<file path="config.mk">
export PLATFORM = sky130hd
export DESIGN_NAME = uart_cmd_decoder
export DESIGN_NICKNAME = d
export VERILOG_FILES = /design/src/rtl/uart_cmd_decoder.sv
export SDC_FILE = /design/constraint.sdc
export NUM_CORES = 1
export LEC_CHECK = 0
export ABC_CLOCK_PERIOD_IN_PS = 3600
export CAP_MARGIN = 25
export CORE_MARGIN = 5
export CORE_UTILIZATION = 61
export DETAILED_ROUTE_END_ITERATION = 7
export GPL_ROUTABILITY_DRIVEN = 0
export GPL_TIMING_DRIVEN = 0
export HOLD_SLACK_MARGIN = 0.03
export PLACE_DENSITY_LB_ADDON = 0.12
export SLEW_MARGIN = 40
export SYNTH_ARGS = -nofsm -noshare
export SYNTH_HDL_FRONTEND = slang
export SYNTH_SLANG_ARGS = --single-unit
</file>
<file path="constraint.sdc">
create_clock -name clk -period 3.6 [get_ports clk]
set_input_delay 0.36 -clock clk [delete_from_list [all_inputs] [get_ports clk]]
set_output_delay 0.36 -clock clk [all_outputs]
set_load 0.02 [all_outputs]
</file>
<file path="src/rtl/uart_cmd_decoder.sv">
// UART command decoder: turns received bytes (WASD, ANSI arrow escape
// sequences, 'r' restart) into 2048 game commands and buffers them in a
// small first-word-fall-through FIFO drained with a valid/ready handshake.
module uart_cmd_decoder #(
  parameter int unsigned FIFO_DEPTH  = 4,
  parameter int unsigned ESC_TIMEOUT = 5000
) (
  input  logic                          clk,
  input  logic                          rst,
  input  logic [7:0]                    i_rx_data,
  input  logic                          i_rx_valid,
  output logic [2:0]                    o_cmd,
  output logic                          o_cmd_valid,
  input  logic                          i_cmd_ready,
  output logic                          o_overflow,
  output logic [$clog2(FIFO_DEPTH):0]   o_fifo_count
);

  localparam int unsigned PtrW   = $clog2(FIFO_DEPTH);
  localparam int unsigned CntW   = PtrW + 1;
  localparam int unsigned TimerW = $clog2(ESC_TIMEOUT);

  localparam logic [2:0] CmdUp      = 3'd0;
  localparam logic [2:0] CmdDown    = 3'd1;
  localparam logic [2:0] CmdLeft    = 3'd2;
  localparam logic [2:0] CmdRight   = 3'd3;
  localparam logic [2:0] CmdRestart = 3'd4;

  localparam logic [7:0] ByteEsc = 8'h1b;
  localparam logic [7:0] ByteCsi = 8'h5b;  // '['

  typedef enum logic [1:0] {
    StIdle,
    StGotEsc,
    StGotCsi
  } state_e;

  state_e              state_q, state_d;
  logic [TimerW-1:0]   timer_q, timer_d;

  logic                dec_valid;
  logic [2:0]          dec_cmd;
  logic                timeout_hit;

  logic [2:0]          mem_q [FIFO_DEPTH];
  logic [PtrW-1:0]     wr_ptr_q, rd_ptr_q;
  logic [CntW-1:0]     count_q;
  logic [2:0]          last_q;
  logic                overflow_q;

  logic                fifo_full;
  logic                fifo_empty;
  logic                pop;
  logic                wr_en;

  assign timeout_hit = (timer_q == TimerW'(ESC_TIMEOUT - 1));

  // Decode FSM next state, escape timer and decoded-command strobe.
  always_comb begin
    state_d   = state_q;
    timer_d   = timer_q;
    dec_valid = 1'b0;
    dec_cmd   = CmdUp;
    unique case (state_q)
      StIdle: begin
        timer_d = '0;
        if (i_rx_valid) begin
          case (i_rx_data)
            8'h77, 8'h57: begin dec_valid = 1'b1; dec_cmd = CmdUp;      end // w W
            8'h73, 8'h53: begin dec_valid = 1'b1; dec_cmd = CmdDown;    end // s S
            8'h61, 8'h41: begin dec_valid = 1'b1; dec_cmd = CmdLeft;    end // a A
            8'h64, 8'h44: begin dec_valid = 1'b1; dec_cmd = CmdRight;   end // d D
            8'h72, 8'h52: begin dec_valid = 1'b1; dec_cmd = CmdRestart; end // r R
            ByteEsc:      state_d = StGotEsc;
            default:      ;
          endcase
        end
      end
      StGotEsc: begin
        if (i_rx_valid) begin
          timer_d = '0;
          case (i_rx_data)
            ByteCsi: state_d = StGotCsi;
            ByteEsc: state_d = StGotEsc;
            default: state_d = StIdle;
          endcase
        end else if (timeout_hit) begin
          state_d = StIdle;
          timer_d = '0;
        end else begin
          timer_d = timer_q + TimerW'(1);
        end
      end
      StGotCsi: begin
        if (i_rx_valid) begin
          state_d = StIdle;
          timer_d = '0;
          case (i_rx_data)
            8'h41:   begin dec_valid = 1'b1; dec_cmd = CmdUp;    end // A
            8'h42:   begin dec_valid = 1'b1; dec_cmd = CmdDown;  end // B
            8'h43:   begin dec_valid = 1'b1; dec_cmd = CmdRight; end // C
            8'h44:   begin dec_valid = 1'b1; dec_cmd = CmdLeft;  end // D
            default: ;
          endcase
        end else if (timeout_hit) begin
          state_d = StIdle;
          timer_d = '0;
        end else begin
          timer_d = timer_q + TimerW'(1);
        end
      end
      default: begin
        state_d = StIdle;
        timer_d = '0;
      end
    endcase
  end

  // Decode FSM state and escape timer registers.
  always_ff @(posedge clk or posedge rst) begin
    if (rst) begin
      state_q <= StIdle;
      timer_q <= '0;
    end else begin
      state_q <= state_d;
      timer_q <= timer_d;
    end
  end

  assign fifo_full  = (count_q == CntW'(FIFO_DEPTH));
  assign fifo_empty = (count_q == '0);
  assign pop        = !fifo_empty && i_cmd_ready;
  // A pop frees the head slot this cycle, so a full FIFO can still accept.
  assign wr_en      = dec_valid && (!fifo_full || pop);

  // FIFO storage; only ever read when occupied, so no reset is needed.
  always_ff @(posedge clk) begin
    if (wr_en) begin
      mem_q[wr_ptr_q] <= dec_cmd;
    end
  end

  // FIFO pointers, occupancy, held head value and overflow pulse.
  always_ff @(posedge clk or posedge rst) begin
    if (rst) begin
      wr_ptr_q   <= '0;
      rd_ptr_q   <= '0;
      count_q    <= '0;
      last_q     <= CmdUp;
      overflow_q <= 1'b0;
    end else begin
      if (wr_en) begin
        wr_ptr_q <= wr_ptr_q + PtrW'(1);
      end
      if (pop) begin
        rd_ptr_q <= rd_ptr_q + PtrW'(1);
        last_q   <= mem_q[rd_ptr_q];
      end
      case ({wr_en, pop})
        2'b10:   count_q <= count_q + CntW'(1);
        2'b01:   count_q <= count_q - CntW'(1);
        default: count_q <= count_q;
      endcase
      overflow_q <= dec_valid && fifo_full && !pop;
    end
  end

  // While empty, keep presenting the most recently consumed command.
  always_comb begin
    o_cmd = fifo_empty ? last_q : mem_q[rd_ptr_q];
  end

  assign o_cmd_valid  = !fifo_empty;
  assign o_overflow   = overflow_q;
  assign o_fifo_count = count_q;

endmodule

</file>
==> key figures, run 1 <==
Finish
  • Most common cell after layout, fill and taps aside: dfrtp_1
  • Antenna Diode Count: 0
  • Fraction of layout cells with a size suffix above 1: 0.130
  • # fillers: 251
  • Nets: ~230
  • Cell Count, Final, Fillers Out: 253
  • Most frequent cells in the layout: dfrtp_1, nor2_1, clkdlybuf4s50_1
  • Area Growth Syn to Fin: 15.5%

Timing
  • Worst-margin pin slew: 0.638 ns
  • Layout Skew: about 0.0076 ns
  • RSZ-0062 raised after global routing: no
  • Fmax: 334 MHz
  • Slew Limit Fails: 0
  • Tcrit/Tclk final: 0.831
  • Min cycle time layout: roughly 3 ns
  • Final setup vio count: 0
  • Final Hold Vio Count: 0
  • Max-slew headroom: 0.573
  • Post-route setup TNS: 0 ns

Logic synthesis
  • Number of synthesized flops with an enable pin: 12
  • Warnings, synthesis: 0
  • Largest family of logic cells by synthesized area: simple AND/OR/NAND/NOR gates
  • Synth Cell Area: 2060 µm²
  • Mean area per synthesized cell: about 11 µm²
  • Simple-gate area share of the yosys netlist: 0.199
  • Post-synthesis adder-cell area fraction: 0.0644
  • Synth Register Bits: 38
  • Xor/xnor share of the synthesized area: 0.0723
  • Synth Flop Type: dfrtp_1
  • Yosys cell types: 43
  • Synth Instances: 183
  • Synth Net Count: roughly 200
  • FFs w/ async S/R, synth: 0.684
  • Post-synthesis sequential area ratio: 0.491
  • Multiplexer share of the synthesized area: 0.0809
  • Post-synthesis compound-gate area fraction: 0.0620

Floorplan
  • CORE AREA: 3310 µm²
  • I/O pin count: 20
  • Height of the die: 68.1 µm
  • Die Area: 4640 µm²
  • Die width: 68.1 µm
  • Initial Utilization: 0.622
  • FP Rows: 21

Routing
  • Vias per std cell: 5.67
  • Drt drc: 0
  • Avg WL per Cell: 14.6 µm
  • Drt pass-1 iters: 4
  • Iteration-0 DRC Markers: 36
  • Post-DRT Antenna Nets: 0
  • Routed wire length: 3.70 mm
  • Vias after detailed routing: ~1400

CTS
  • Maximum clock path buffer count: 2
  • Worst-path clk slew: 0.11 ns
  • TritonCTS clock tree: done
  • CTS Sinks: 38
  • Hold_buf cts: 0
  • Post-CTS Resized: 0
  • Skew-Pair Late Insertion Delay: ~0.34 ns
  • Root buffer cell: clkbuf_4
  • H-tree level count: 2
  • Post-CTS setup buffers: 0
  • CTS Buf Count: 5

Setup path
  • Reg2Reg Capture Point: o_fifo_count[2]$_DFFE_PP0P_
  • Critical path type: in2reg
  • Crit path buf inv count: 1
  • Crit path max-delay family: simple AND/OR/NAND/NOR gates
  • Slowest stage delay, CP: 0.65 ns
  • CP Max Fanout: 10
  • Cell-by-cell listing of the critical path: clkdlybuf4s50_1, nand2_1, or2_1, or3_4, o41ai_4, nor2_1, fa_1, and3_1, mux2i_1, xnor2_1
  • Worst setup EP type: flop
  • R2R Setup Slk: 0.76 ns
  • R2R depth: 10
  • CP arrival: 3.26 ns
  • Slowest cell on crit path: o41ai_4
  • RR Startpoint: state_q[0]$_DFFE_PP0P_
  • Critical Path RT: 3.87 ns
  • CP Launch Type: input port

Global routing
  • Initial antenna violation count: 0
  • First-pass GRT wire length: 6.30 mm
  • Grt ovf: 0
  • Largest net degree at the start of global routing: 27
  • Vias in the first global route: about 1500
  • GRT Total Usage: 0.185

Pwr
  • Clock Power Share: 0.251
  • Seq pwr share: 0.404
  • Peak VDD IR: 0.000237 V
  • Sw Ratio: 0.307
  • Leakage: 0.966 nW
  • Comb pwr share: 0.345
  • NetSw: about 430 µW
  • Power Dens Cells: 589 nW/µm²
  • Cell Int Power: 971 µW

Run
  • Max_cap viols: 0

Placement
  • Hpwl dp: 2.81 mm
  • Number of port buffers: 16
  • Cells after DPL: 245

Outcome
  • Status: finished, final reports clean

Hold path
  • Hold WC Path Type: in2async
==> worst max path at each step <==
stage                                             end       start  slack, ns  cells after the start
after global placement    o_fifo_count[2]$_DFFE_PP0P_  i_rx_valid       0.39                     10
after floorplan           o_fifo_count[2]$_DFFE_PP0P_  i_rx_valid       1.12                      9
after global routing      o_fifo_count[2]$_DFFE_PP0P_  i_rx_valid       0.44                     10
after detailed placement  o_fifo_count[2]$_DFFE_PP0P_  i_rx_valid       0.29                     10
final                     o_fifo_count[2]$_DFFE_PP0P_  i_rx_valid       0.61                     10
after CTS                 o_fifo_count[2]$_DFFE_PP0P_  i_rx_valid       0.61                     10
==> state kept, by name, summed over array words and instances, names as in the netlist <==
name / cells
last_q: 3
mem_q: 12
o_fifo_count: 3
o_overflow: 1
rd_ptr_q: 2
state_q: 2
timer_q: 13
wr_ptr_q: 2
==> metal layers <==
metal,share of wire,global-route usage,wire [µm]
met1,0.42,0.217,1570
met2,0.51,0.326,1900
met3,0.050,0.0427,186
met4,0.011,0.0695,41
met5,0,0,0
==> metrics by stage <==
stage	instance area (µm²)	setup WS (ns)	util	power (mW)	hold WS, ns
6_report	2380	0.609	0.718	1.40	0.381
5_1_grt	2380	0.440	0.718	1.49	0.418
3_5_place_dp	2280	0.287	0.687	1.07	0.447
3_3_place_gp	2280	0.394	0.687	1.03	0.435
2_1_floorplan	2060	1.12	-	0.888	0.400
4_1_cts	2380	0.610	0.718	1.42	0.396
==> cell families after synthesis <==
group	Yosys count
XOR/XNOR	17
flip-flops	38
adder cells (fa/ha/maj)	10
multiplexers	12
buffers and inverters	16
AND/OR/NAND/NOR	73
AO/OA/AOI/OAI	17
==> synth_stat cells (5+ instances only) <==
| cell type | number | share of area |
|---|---|---|
| dfrtp_1 | 26 | 0.32 |
| nor2_1 | 22 | 0.040 |
| edfxtp_1 | 12 | 0.18 |
| xor2_1 | 10 | 0.043 |
| ha_1 | 9 | 0.055 |
| nand2_1 | 9 | 0.016 |
| and3_1 | 8 | 0.024 |
| inv_1 | 8 | 0.015 |
| nand3_1 | 8 | 0.019 |
| mux2_2 | 7 | 0.038 |
| xnor2_1 | 7 | 0.030 |
| a21oi_1 | 6 | 0.015 |
| clkbuf_1 | 5 | 0.0091 |
| o21ai_0 | 5 | 0.012 |
==> layout make-up <==
| class | count | area (µm²) | share of cell area |
|---|---|---|---|
| buffer | 8 | 32.5 | 0.0137 |
| clock buffer | 5 | 37.5 | 0.0158 |
| clock inverter | 3 | 63.8 | 0.0268 |
| inverter | 8 | 30.0 | 0.0126 |
| multi-input combinational | 129 | 985 | 0.414 |
| sequential | 38 | 1010 | 0.425 |
| tap | 46 | 57.6 | 0.0242 |
| timing repair buffer | 16 | 160 | 0.0674 |
==> power by group through the flow <==
stage | Sequential [mW] | Clock (mW) | Combinational [mW]
CTS | 0.566 | 0.356 | 0.494
floorplan | 0.582 | 0 | 0.306
global placement | 0.569 | 0 | 0.461
finish | 0.566 | 0.351 | 0.483
global route | 0.575 | 0.376 | 0.535
detailed placement | 0.576 | 0 | 0.490
No activity file was read; power rests on OpenSTA's default activity.
==> inputs of run 2 (changes only) <==
ABC_CLOCK_PERIOD_IN_PS = 2500   (was 3600)
CORE_UTILIZATION = 51   (was 61)
clock period = 2.5 ns   (was 3.6 ns; I/O delays follow)
==> key figures, run 2 (synthesized netlist as in run 1, its figures left out) <==
Timing
  • Worst-margin pin slew: 0.537 ns
  • Setup ws final: approximately 0.14 ns
  • Final setup vio count: 0
  • Final Hold Vio Count: 0
  • Min cycle time layout: 2.36 ns
  • Tcrit/Tclk final: 0.943
  • Max-slew headroom: 0.641
  • Post-route setup TNS: 0 ns
  • Layout Skew: 0.00491 ns
  • Fmax: 424 MHz
  • Slew Limit Fails: 0

Floorplan
  • FP Rows: 23
  • Initial Utilization: 0.522
  • Height of the die: 73.5 µm
  • I/O pin count: 20
  • Die Area: ~5400 µm²
  • Die width: 73.5 µm
  • CORE AREA: 3940 µm²

Pwr
  • Power Dens Cells: 828 nW/µm²
  • Peak VDD IR: 0.000619 V
  • Leakage: 1.01 nW
  • Sw Ratio: 0.317
  • Power Total: just over 2 mW
  • Clock Power Share: 0.252
  • Cell Int Power: 1.38 mW
  • NetSw: between 600 and 700 µW
  • Comb pwr share: 0.336
  • Seq pwr share: 0.412

Routing
  • Drt pass-1 iters: 5
  • Routed wire length: 3.93 mm
  • Vias per std cell: between 5 and 6
  • Post-DRT Antenna Nets: 0
  • Drt drc: 0
  • Iteration-0 DRC Markers: 63
  • Vias after detailed routing: ~1400
  • Avg WL per Cell: around 15 µm

Global routing
  • GRT Total Usage: 0.159
  • Initial antenna violation count: 0
  • Vias in the first global route: about 1500
  • Grt ovf: 0
  • First-pass GRT wire length: 6.61 mm
  • Largest net degree at the start of global routing: 27

Outcome
  • Status: finished, final reports clean

Placement
  • Placed Area: 2280 µm²
  • Hpwl dp: 2.82 mm
  • Pre-CTS WS: -0.644 ns
  • Number of port buffers: 16

Finish
  • Antenna Diode Count: 0
  • Fraction of layout cells with a size suffix above 1: 0.177
  • Nets: between 200 and 250
  • Largest regs: timer_q x13, mem_q x12
  • Most common cell after layout, fill and taps aside: dfrtp_1
  • Top reg by flops: timer_q
  • Final Cell Area: 2440 µm²
  • Most frequent cells in the layout: dfrtp_1, nor2_1, clkdlybuf4s50_1, edfxtp_1, xor2_1
  • Max reg flops: 13
  • Area Growth Syn to Fin: 18.6%
  • Final Core Density: 0.619

Setup path
  • CP arrival: 2.58 ns
  • Worst setup EP type: flop
  • CP Launch Type: input port
  • Setup crit start: i_rx_data[6]
  • RR Startpoint: state_q[1]$_DFFE_PP0P_
  • CP Max Fanout: 3
  • Critical path type: in2reg
  • Critical Path RT: 2.72 ns

Hold path
  • Hold WC Path Type: in2async

CTS
  • TritonCTS clock tree: done
  • Maximum clock path buffer count: 2
  • CTS Sinks: 38
  • H-tree level count: 2
  • CTS Buf Count: 5
  • Root buffer cell: clkbuf_8
  • Worst-path clk slew: 0.08 ns
  • Skew-Pair Late Insertion Delay: ~0.29 ns

Run
  • Max_cap viols: 0
==> run 2: area by class of cell <==
class / instances / area (µm²)
multi-input cells: 129 / 1010
well taps: 50 / 62.6
inverters: 8 / 30.0
clock buffers: 5 / 68.8
flip-flops and latches: 38 / 1010
repair buffers: 19 / 189
fillers: 307 / 1500
clock inverters: 3 / 40.0
plain buffers: 7 / 32.5
==> run 2: final timing paths <==
kind / slack [ns] / endpoint / cells past startpoint
max in group asynchronous: 1.79 / state_q[0]$_DFFE_PP0P_ / 2
setup reg to reg: 0.19 / o_fifo_count[2]$_DFFE_PP0P_ / 10
min in group clk: 0.46 / timer_q[0]$_DFF_PP0_ / 1
hold / removal: 0.33 / o_fifo_count[2]$_DFFE_PP0P_ / 2
hold reg to reg: 0.46 / timer_q[0]$_DFF_PP0_ / 1
setup / recovery: 0.14 / o_fifo_count[2]$_DFFE_PP0P_ / 10
==> run 2: metrics by stage <==
| step | std cells | hold WS, ns |
|---|---|---|
| 2_1_floorplan | 183 | 0.290 |
| 3_3_place_gp | 249 | 0.437 |
| 3_5_place_dp | 249 | 0.449 |
| 4_1_cts | 257 | 0.348 |
| 5_1_grt | 259 | 0.377 |
| 6_report | 259 | 0.328 |
==> run 2: what timing repair did <==
item,CTS,global route
hold buffers,0,0
setup endpoints to repair,6,6
pin swaps,1,4
setup buffers,1,2
gates resized for setup,2,13
==> run 2: routing by layer <==
layer	track usage	up-vias	share of wire	routed length [µm]
met5	0	-	0	0
met4	0.0483	0	0.011	44
met3	0.0520	6	0.039	152
met2	0.276	25	0.54	2130
met1	0.186	694	0.41	1600
li1	-	698	-	-
==> run 2: power by group through the flow <==
stage / clock, mW / sequential, mW / combinational, mW
after global routing: 0.549 / 0.853 / 0.743
after global placement: 0 / 0.819 / 0.677
final: 0.509 / 0.833 / 0.680
after detailed placement: 0 / 0.827 / 0.709
after floorplan: 0 / 0.838 / 0.441
after CTS: 0.520 / 0.832 / 0.689
==> run 2: worst max-delay path: stages <==
cell	delay [ns]
clkdlybuf4s50_1	0.47
nand2_1	0.07
or2_1	0.25
or3_4	0.36
o41ai_4	0.27
nor2_1	0.09
fa_1	0.38
and3_1	0.15
mux2i_1	0.17
xnor2_1	0.13
